`src/rtl/enemy_field_engine.sv`:
```
// enemy_field_engine
//   Enemy-field controller for the shooter game. Owns N_SLOTS enemy slots that
//   march outward along 2**PATH_W radial paths through 2**RING_W rings. Handles
//   spawning, stepped movement, wrap-around shot windows, scoring and game flow.
//
// Ports
//   clk          system clock
//   reset        asynchronous, active-high reset
//   start        one-cycle pulse; starts or restarts a game
//   shoot_pulse  one-cycle pulse per shot
//   shot_mode    0 = wide shot window, 1 = narrow shot window
//   fast_mode    1 selects FAST_PERIOD spawn interval
//   ship_pose    current ship path
//   rand_path    random path for spawns
//   rand_type    random enemy type; also used as initial health
//   enemies      packed slots, slot k at [k*SLOT_W +: SLOT_W]
//                slot = {valid, ring, path, type[1:0], health[1:0]}
//   active_count number of valid slots on the enemies bus
//   score        current score (saturates at END_SCORE)
//   state        0 IDLE, 1 PLAY, 2 OVER
//   game_over    high in OVER
//   win          high in OVER when the game ended on score
//
// state | meaning
// ------+-----------------------------------------------------------
// IDLE  | after reset, waiting for start
// PLAY  | game running: shots, movement, spawning, end detection
// OVER  | game ended; field cleared, score and win held until start

module enemy_field_engine #(
    parameter int N_SLOTS     = 8,
    parameter int PATH_W      = 4,
    parameter int RING_W      = 2,
    parameter int MIN_ACTIVE  = 2,
    parameter int MOVE_PERIOD = 200_000_000,
    parameter int SLOW_PERIOD = 200_000_000,
    parameter int FAST_PERIOD = 100_000_000,
    parameter int WIDE_HALF   = 2,
    parameter int NARROW_HALF = 1,
    parameter int END_SCORE   = 20,
    parameter int SCORE_W     = 6,
    localparam int SLOT_W     = 5 + RING_W + PATH_W,
    localparam int CNT_W      = $clog2(N_SLOTS + 1)
) (
    input  logic                      clk,
    input  logic                      reset,
    input  logic                      start,
    input  logic                      shoot_pulse,
    input  logic                      shot_mode,
    input  logic                      fast_mode,
    input  logic [PATH_W-1:0]         ship_pose,
    input  logic [PATH_W-1:0]         rand_path,
    input  logic [1:0]                rand_type,
    output logic [N_SLOTS*SLOT_W-1:0] enemies,
    output logic [CNT_W-1:0]          active_count,
    output logic [SCORE_W-1:0]        score,
    output logic [1:0]                state,
    output logic                      game_over,
    output logic                      win
);

    localparam int DEPTH     = 2 ** RING_W;
    localparam int IDX_W     = $clog2(N_SLOTS);
    localparam int MOVE_W    = (MOVE_PERIOD > 1) ? $clog2(MOVE_PERIOD) : 1;
    localparam int SPAWN_MAX = (SLOW_PERIOD > FAST_PERIOD) ? SLOW_PERIOD : FAST_PERIOD;
    localparam int SPAWN_W   = (SPAWN_MAX > 1) ? $clog2(SPAWN_MAX) : 1;
    // Wide enough for the held score plus every slot killed at type 3 in one shot.
    localparam int SUM_W     = SCORE_W + IDX_W + 3;

    localparam int HP_LSB    = 0;
    localparam int TYPE_LSB  = 2;
    localparam int PATH_LSB  = 4;
    localparam int RING_LSB  = 4 + PATH_W;
    localparam int VALID_BIT = SLOT_W - 1;

    localparam logic [MOVE_W-1:0]  MOVE_LAST = MOVE_W'(MOVE_PERIOD - 1);
    localparam logic [SPAWN_W-1:0] SLOW_LAST = SPAWN_W'(SLOW_PERIOD - 1);
    localparam logic [SPAWN_W-1:0] FAST_LAST = SPAWN_W'(FAST_PERIOD - 1);
    localparam logic [RING_W-1:0]  RING_LAST = RING_W'(DEPTH - 1);
    localparam logic [PATH_W-1:0]  WIDE_H    = PATH_W'(WIDE_HALF);
    localparam logic [PATH_W-1:0]  NARROW_H  = PATH_W'(NARROW_HALF);
    localparam logic [SUM_W-1:0]   END_SUM   = SUM_W'(END_SCORE);
    localparam logic [CNT_W-1:0]   MIN_ACT   = CNT_W'(MIN_ACTIVE);

    typedef enum logic [1:0] {
        ST_IDLE = 2'd0,
        ST_PLAY = 2'd1,
        ST_OVER = 2'd2
    } state_t;

    state_t               state_q;
    logic [SLOT_W-1:0]    slot_q [N_SLOTS];
    logic [MOVE_W-1:0]    move_cnt_q;
    logic [SPAWN_W-1:0]   spawn_cnt_q;

    logic [SLOT_W-1:0]    slot_d [N_SLOTS];
    logic [PATH_W-1:0]    half;
    logic [PATH_W-1:0]    ahead;
    logic [PATH_W-1:0]    behind;
    logic                 in_window;
    logic                 killed;
    logic                 move_tick;
    logic                 loss;
    logic [SUM_W-1:0]     gain;
    logic                 free_found;
    logic [IDX_W-1:0]     free_idx;
    logic [SPAWN_W-1:0]   spawn_last;
    logic                 spawn_now;
    logic [SPAWN_W-1:0]   spawn_cnt_d;
    logic [CNT_W-1:0]     count_d;
    logic [SUM_W-1:0]     score_sum;
    logic                 reach_end;
    logic [SCORE_W-1:0]   score_d;

    // Next-field evaluation for one PLAY cycle. Everything is judged against
    // slot_q, so a slot freed by a kill only becomes spawnable next cycle.
    always_comb begin
        half      = shot_mode ? NARROW_H : WIDE_H;
        move_tick = (move_cnt_q == MOVE_LAST);
        gain      = '0;
        loss      = 1'b0;
        ahead     = '0;
        behind    = '0;
        in_window = 1'b0;
        killed    = 1'b0;
        slot_d    = slot_q;

        for (int k = 0; k < N_SLOTS; k++) begin
            if (slot_q[k][VALID_BIT]) begin
                // Modular distance in both directions handles the wrap at path 0.
                ahead     = slot_q[k][PATH_LSB +: PATH_W] - ship_pose;
                behind    = ship_pose - slot_q[k][PATH_LSB +: PATH_W];
                in_window = shoot_pulse && ((ahead <= half) || (behind <= half));
                killed    = in_window && (slot_q[k][HP_LSB +: 2] == 2'd0);
                if (killed) begin
                    gain      = gain + SUM_W'(slot_q[k][TYPE_LSB +: 2]) + SUM_W'(1);
                    slot_d[k] = '0;
                end else begin
                    if (in_window) begin
                        slot_d[k][HP_LSB +: 2] = slot_q[k][HP_LSB +: 2] - 2'd1;
                    end
                    if (move_tick) begin
                        if (slot_q[k][RING_LSB +: RING_W] == RING_LAST) begin
                            loss = 1'b1;
                        end else begin
                            slot_d[k][RING_LSB +: RING_W] = slot_q[k][RING_LSB +: RING_W] + 1'b1;
                        end
                    end
                end
            end
        end

        // Descending scan so the lowest free index is the one that sticks.
        free_found = 1'b0;
        free_idx   = '0;
        for (int k = N_SLOTS - 1; k >= 0; k--) begin
            if (!slot_q[k][VALID_BIT]) begin
                free_found = 1'b1;
                free_idx   = IDX_W'(k);
            end
        end

        // >= rather than == so a slow->fast switch mid-count still terminates,
        // and a full field leaves the counter parked at terminal.
        spawn_last  = fast_mode ? FAST_LAST : SLOW_LAST;
        spawn_now   = 1'b0;
        spawn_cnt_d = spawn_cnt_q;
        if (active_count < MIN_ACT) begin
            spawn_now   = free_found;
            spawn_cnt_d = '0;
        end else if (spawn_cnt_q >= spawn_last) begin
            if (free_found) begin
                spawn_now   = 1'b1;
                spawn_cnt_d = '0;
            end
        end else begin
            spawn_cnt_d = spawn_cnt_q + 1'b1;
        end
        if (spawn_now) begin
            slot_d[free_idx] = {1'b1, {RING_W{1'b0}}, rand_path, rand_type, rand_type};
        end

        count_d = '0;
        for (int k = 0; k < N_SLOTS; k++) begin
            count_d = count_d + CNT_W'(slot_d[k][VALID_BIT]);
        end

        score_sum = SUM_W'(score) + gain;
        reach_end = (score_sum >= END_SUM);
        score_d   = reach_end ? SCORE_W'(END_SCORE) : score_sum[SCORE_W-1:0];
    end

    always_ff @(posedge clk or posedge reset) begin
        if (reset) begin
            state_q      <= ST_IDLE;
            slot_q       <= '{default: '0};
            move_cnt_q   <= '0;
            spawn_cnt_q  <= '0;
            active_count <= '0;
            score        <= '0;
            game_over    <= 1'b0;
            win          <= 1'b0;
        end else if (start) begin
            // Start from any state (including mid-game) begins a fresh game.
            state_q      <= ST_PLAY;
            slot_q       <= '{default: '0};
            move_cnt_q   <= '0;
            spawn_cnt_q  <= '0;
            active_count <= '0;
            score        <= '0;
            game_over    <= 1'b0;
            win          <= 1'b0;
        end else if (state_q == ST_PLAY) begin
            score <= score_d;
            if (reach_end || loss) begin
                // Score takes priority over a simultaneous loss.
                state_q      <= ST_OVER;
                slot_q       <= '{default: '0};
                move_cnt_q   <= '0;
                spawn_cnt_q  <= '0;
                active_count <= '0;
                game_over    <= 1'b1;
                win          <= reach_end;
            end else begin
                slot_q       <= slot_d;
                move_cnt_q   <= move_tick ? '0 : move_cnt_q + 1'b1;
                spawn_cnt_q  <= spawn_cnt_d;
                active_count <= count_d;
            end
        end
    end

    always_comb begin
        enemies = '0;
        for (int k = 0; k < N_SLOTS; k++) begin
            enemies[k*SLOT_W +: SLOT_W] = slot_q[k];
        end
    end

    assign state = state_q;

endmodule

```
`config.mk`:
```
export PLATFORM = sky130hd
export DESIGN_NAME = enemy_field_engine
export DESIGN_NICKNAME = d
export VERILOG_FILES = /design/src/rtl/enemy_field_engine.sv
export SDC_FILE = /design/constraint.sdc
export NUM_CORES = 1
export LEC_CHECK = 0
export CAP_MARGIN = 30
export CORE_MARGIN = 5
export CORE_UTILIZATION = 45
export CTS_CLUSTER_DIAMETER = 40
export DETAILED_ROUTE_END_ITERATION = 10
export PLACE_DENSITY = 0.62
export SLEW_MARGIN = 20
export SYNTH_ARGS = -nofsm -noshare
export SYNTH_HDL_FRONTEND = slang
export SYNTH_SLANG_ARGS = --single-unit
export TNS_END_PERCENT = 20
```
`constraint.sdc`:
```
create_clock -name clk -period 19.2 [get_ports clk]
set_clock_uncertainty 0.15 [all_clocks]
set_input_delay 1.92 -clock clk [delete_from_list [all_inputs] [get_ports clk]]
set_output_delay 1.92 -clock clk [all_outputs]
set_load 0.02 [all_outputs]
```
==> results by group <==
Clocking
  • Max H-tree Level: 4
  • CTS root buffer: clkbuf_16
  • Clock sink count: 157
  • CTS Buf Count: 17
  • CTS tree: yes
  • Post-cts resize count: 0
  • CTS clk-pin slew, worst paths: 0.07 ns
  • Clk buf depth: 2
  • # Post-CTS Setup Buffers: 0
  • Worst-Skew Late Latency: between 0.4 and 0.5 ns
  • Number of hold buffers added after CTS: 0

Setup path
  • CP required: 19.42 ns
  • Reg-to-reg slack, setup: ~7.3 ns
  • Worst Setup End Kind: flip-flop
  • Slowest CP cell: clkdlybuf4s50_1
  • Critical path's largest stage delay: about 0.77 ns
  • Worst-path fanout max: 19
  • Most frequent cell on the critical path: fa_1
  • Crit start category: input pin
  • Crit Path Class: input pin to flip-flop
  • Arrival time worst endpoint: 14.36 ns

Job
  • Total of max-cap violations: 0

Yosys
  • Flops & latches, synth: approximately 160
  • Synth warn: 0
  • Distinct cell type count after synthesis: 86
  • Sequential area share after synthesis: 0.3118
  • Post-synth EDFFs: 0
  • Syn_area_per_cell: about 9 µm²
  • Mapped cell area: approximately 0.013 mm²
  • Post-synth ARST share: 1.000
  • Gate Count Post-Synth: 1430
  • Main synth FF type: dfrtp_1
  • Syn Nets: around 1600

STA
  • RSZ-0062 raised after global routing: false
  • Setup Viol. Count Final: 0
  • Setup TNS: 0 ns
  • Number of hold violations in the final report: 0
  • Fin worst setup slack: about 5.1 ns
  • Min Tclk post-route: 14.14 ns
  • Rel. slew slack: 0.3756
  • Final count of pins violating max slew: 0
  • FMAX: 70.73 MHz
  • Worst slew pin tran: between 0.9 and 1 ns
  • Fin crit share: 0.7363

Placement
  • IO buf count: 117
  • Pre-CTS setup slack: 4.589 ns
  • GP Congestion: ~0.92
  • Dpl hpwl: 27.97 mm

Drt
  • Drt total wl: about 38 mm
  • Via density: 5.830
  • Post-route ant nets: 0
  • Iter 0 DRT Violations: 784
  • Avg WL per Cell: between 15 and 20 µm
  • Routed via count: 11140
  • DRC viols: 0
  • Detailed Routing Iterations Pass 1: 5

Floorplan
  • Ports: about 120
  • Die X: ~180 µm
  • Core Area: approximately 0.028 mm²
  • Core Rows: 61
  • Area of the die: about 0.031 mm²
  • Die Ht: approximately 180 µm
  • Initial Utilization: 0.4548

Layout
  • ANT cells: 0
  • Fill cells: about 2600
  • Layout cell share with drive strength beyond 1: 0.07306
  • Fin nets: about 1700
  • Area Growth Syn to Fin: 16.91%

Global route
  • Initial antenna violation count: 0
  • Gr usage total: 0.2417
  • First-pass GRT wire length: ~60 mm
  • Vias in the first global route: around 11000
  • Largest net degree at the start of global routing: between 90 and 100
  • Grt ovf: 0

Power
  • Leakage: ~6.3 nW
  • Pwr Density: ~93 mW/mm²
  • Max IR drop VDD: around 0.00005 V

Hold path
  • Hold WC Path Type: flip-flop to flip-flop

Outcome
  • Status: finished, final reports clean
[layout by cell type (no fill, tap or decap), types with 14 or more instances in the layout]
master	n
and3_1	41
clkbuf_16	17
nand2_1	148
a21o_1	18
nor2b_1	29
clkdlybuf4s50_1	117
o21ai_0	103
or3_1	14
xor2_1	23
inv_1	105
nand3_1	39
dfrtp_1	157
buf_4	14
mux2_2	14
a32o_1	17
and2_1	15
nand4_1	18
xnor2_1	28
o22ai_1	35
fa_1	28
nor3_1	35
a21oi_1	86
nor2_1	71
ha_1	115
[per-layer routing]
metal	vias to the layer above	GRT usage	part of all wire
met4	0	0.06059	0.020
met3	49	0.03749	0.052
met1	5455	0.3337	0.45
li1	5339	-	-
met2	299	0.4002	0.48
met5	-	0	0
[path summary, 6_finish.rpt]
kind                                  end     startpoint  cells after the start
max                        move_cnt_q[24]   ship_pose[0]                     44
min                         move_cnt_q[5]  move_cnt_q[5]                      1
max reg2reg                move_cnt_q[24]     enemies[4]                     43
min reg2reg                 move_cnt_q[5]  move_cnt_q[5]                      1
max in group asynchronous     enemies[52]          reset                      4
min in group asynchronous      enemies[1]          reset                      2
[power breakdown]
group | switching (mW) | internal [mW] | total [mW]
Clock | 0.152 | 0.200 | 0.351
Sequential | 0.0537 | 0.369 | 0.422
Combinational | 0.353 | 0.242 | 0.595
Total | 0.559 | 0.810 | 1.37
[synthesized netlist by cell type, drive strengths merged (3+ instances only)]
library cell | n | area [µm²]
or3 | 14 | 87.58
o211ai | 21 | 197.7
and2 | 16 | 101.4
nor3 | 37 | 195.2
a22oi | 3 | 22.52
dfrtp | 157 | 3929
o22ai | 35 | 219.0
a21o | 18 | 135.1
mux2 | 14 | 157.7
a211oi | 19 | 197.7
nor3b | 7 | 52.55
o31ai | 13 | 138.9
o2bb2ai | 9 | 78.83
xor2 | 28 | 282.8
clkbuf | 39 | 146.4
o21ai | 116 | 580.6
or2 | 6 | 37.54
nor4 | 7 | 43.79
nand2b | 14 | 87.58
o2111ai | 3 | 32.53
nand2 | 150 | 568.0
nor2 | 73 | 276.5
a211o | 5 | 43.79
a22o | 7 | 61.31
o211a | 4 | 40.04
xnor2 | 29 | 261.5
a21oi | 88 | 455.4
a31oi | 15 | 112.6
and3 | 41 | 256.5
a32o | 17 | 170.2
mux2i | 9 | 90.09
inv | 106 | 397.9
nor2b | 29 | 181.4
nand3 | 39 | 195.2
buf | 22 | 121.4
a221o | 3 | 30.03
nand4 | 18 | 112.6
o21a | 11 | 82.58
ha | 115 | 1439
fa | 28 | 560.5
a311oi | 4 | 35.03
nand3b | 9 | 67.56
[critical path: cells and delay by family]
family,cells,cell delay [ns]
xor gates and xnor gates,1,0.17
and+or+nand+nor,12,2.45
muxes,6,1.87
AOI/OAI and AO/OA,7,1.68
buffers and inverters,6,1.62
adders and majority gates,12,4.61
[final cells by class]
type / count / area (µm²) / area share
multi-input cells: 1106 / 8023 / 0.5446
inverters: 106 / 402.9 / 0.02735
clock buffers: 20 / 456.7 / 0.03100
clock inverters: 11 / 132.6 / 0.009003
well taps: 378 / 473.0 / 0.03210
repair buffers: 133 / 1315 / 0.08926
flip-flops and latches: 157 / 3929 / 0.2667
[sequential cells by signal, summed over array words and instances (netlist names)]
name / count
enemies: 88
move_cnt_q: 28
spawn_cnt_q: 28
score: 6
active_count: 4
game_over: 1
state: 1
win: 1
[cells by family after synthesis]
logic type / synth area share
compound gates: 0.2272
xor+xnor: 0.04319
fa+ha+maj: 0.1595
buf+inv: 0.05282
flops: 0.3118
mux: 0.01966
simple gates: 0.1859
[metrics by stage]
stage | total power [mW] | std cells | hold WS (ns) | area, µm² | util
6_report | 1.369 | 1911 | 0.3338 | 14730 | 0.5317
5_1_grt | 1.465 | 1911 | 0.3472 | 14730 | 0.5317
4_1_cts | 1.375 | 1910 | 0.3332 | 14700 | 0.5307
3_5_place_dp | 1.021 | 1879 | 0.3241 | 14110 | 0.5095
3_3_place_gp | 1.009 | 1878 | 0.3188 | 14100 | 0.5091
2_1_floorplan | 0.8219 | 1430 | 0.2937 | 12600 | -
Power figures use the tool's default switching activity.
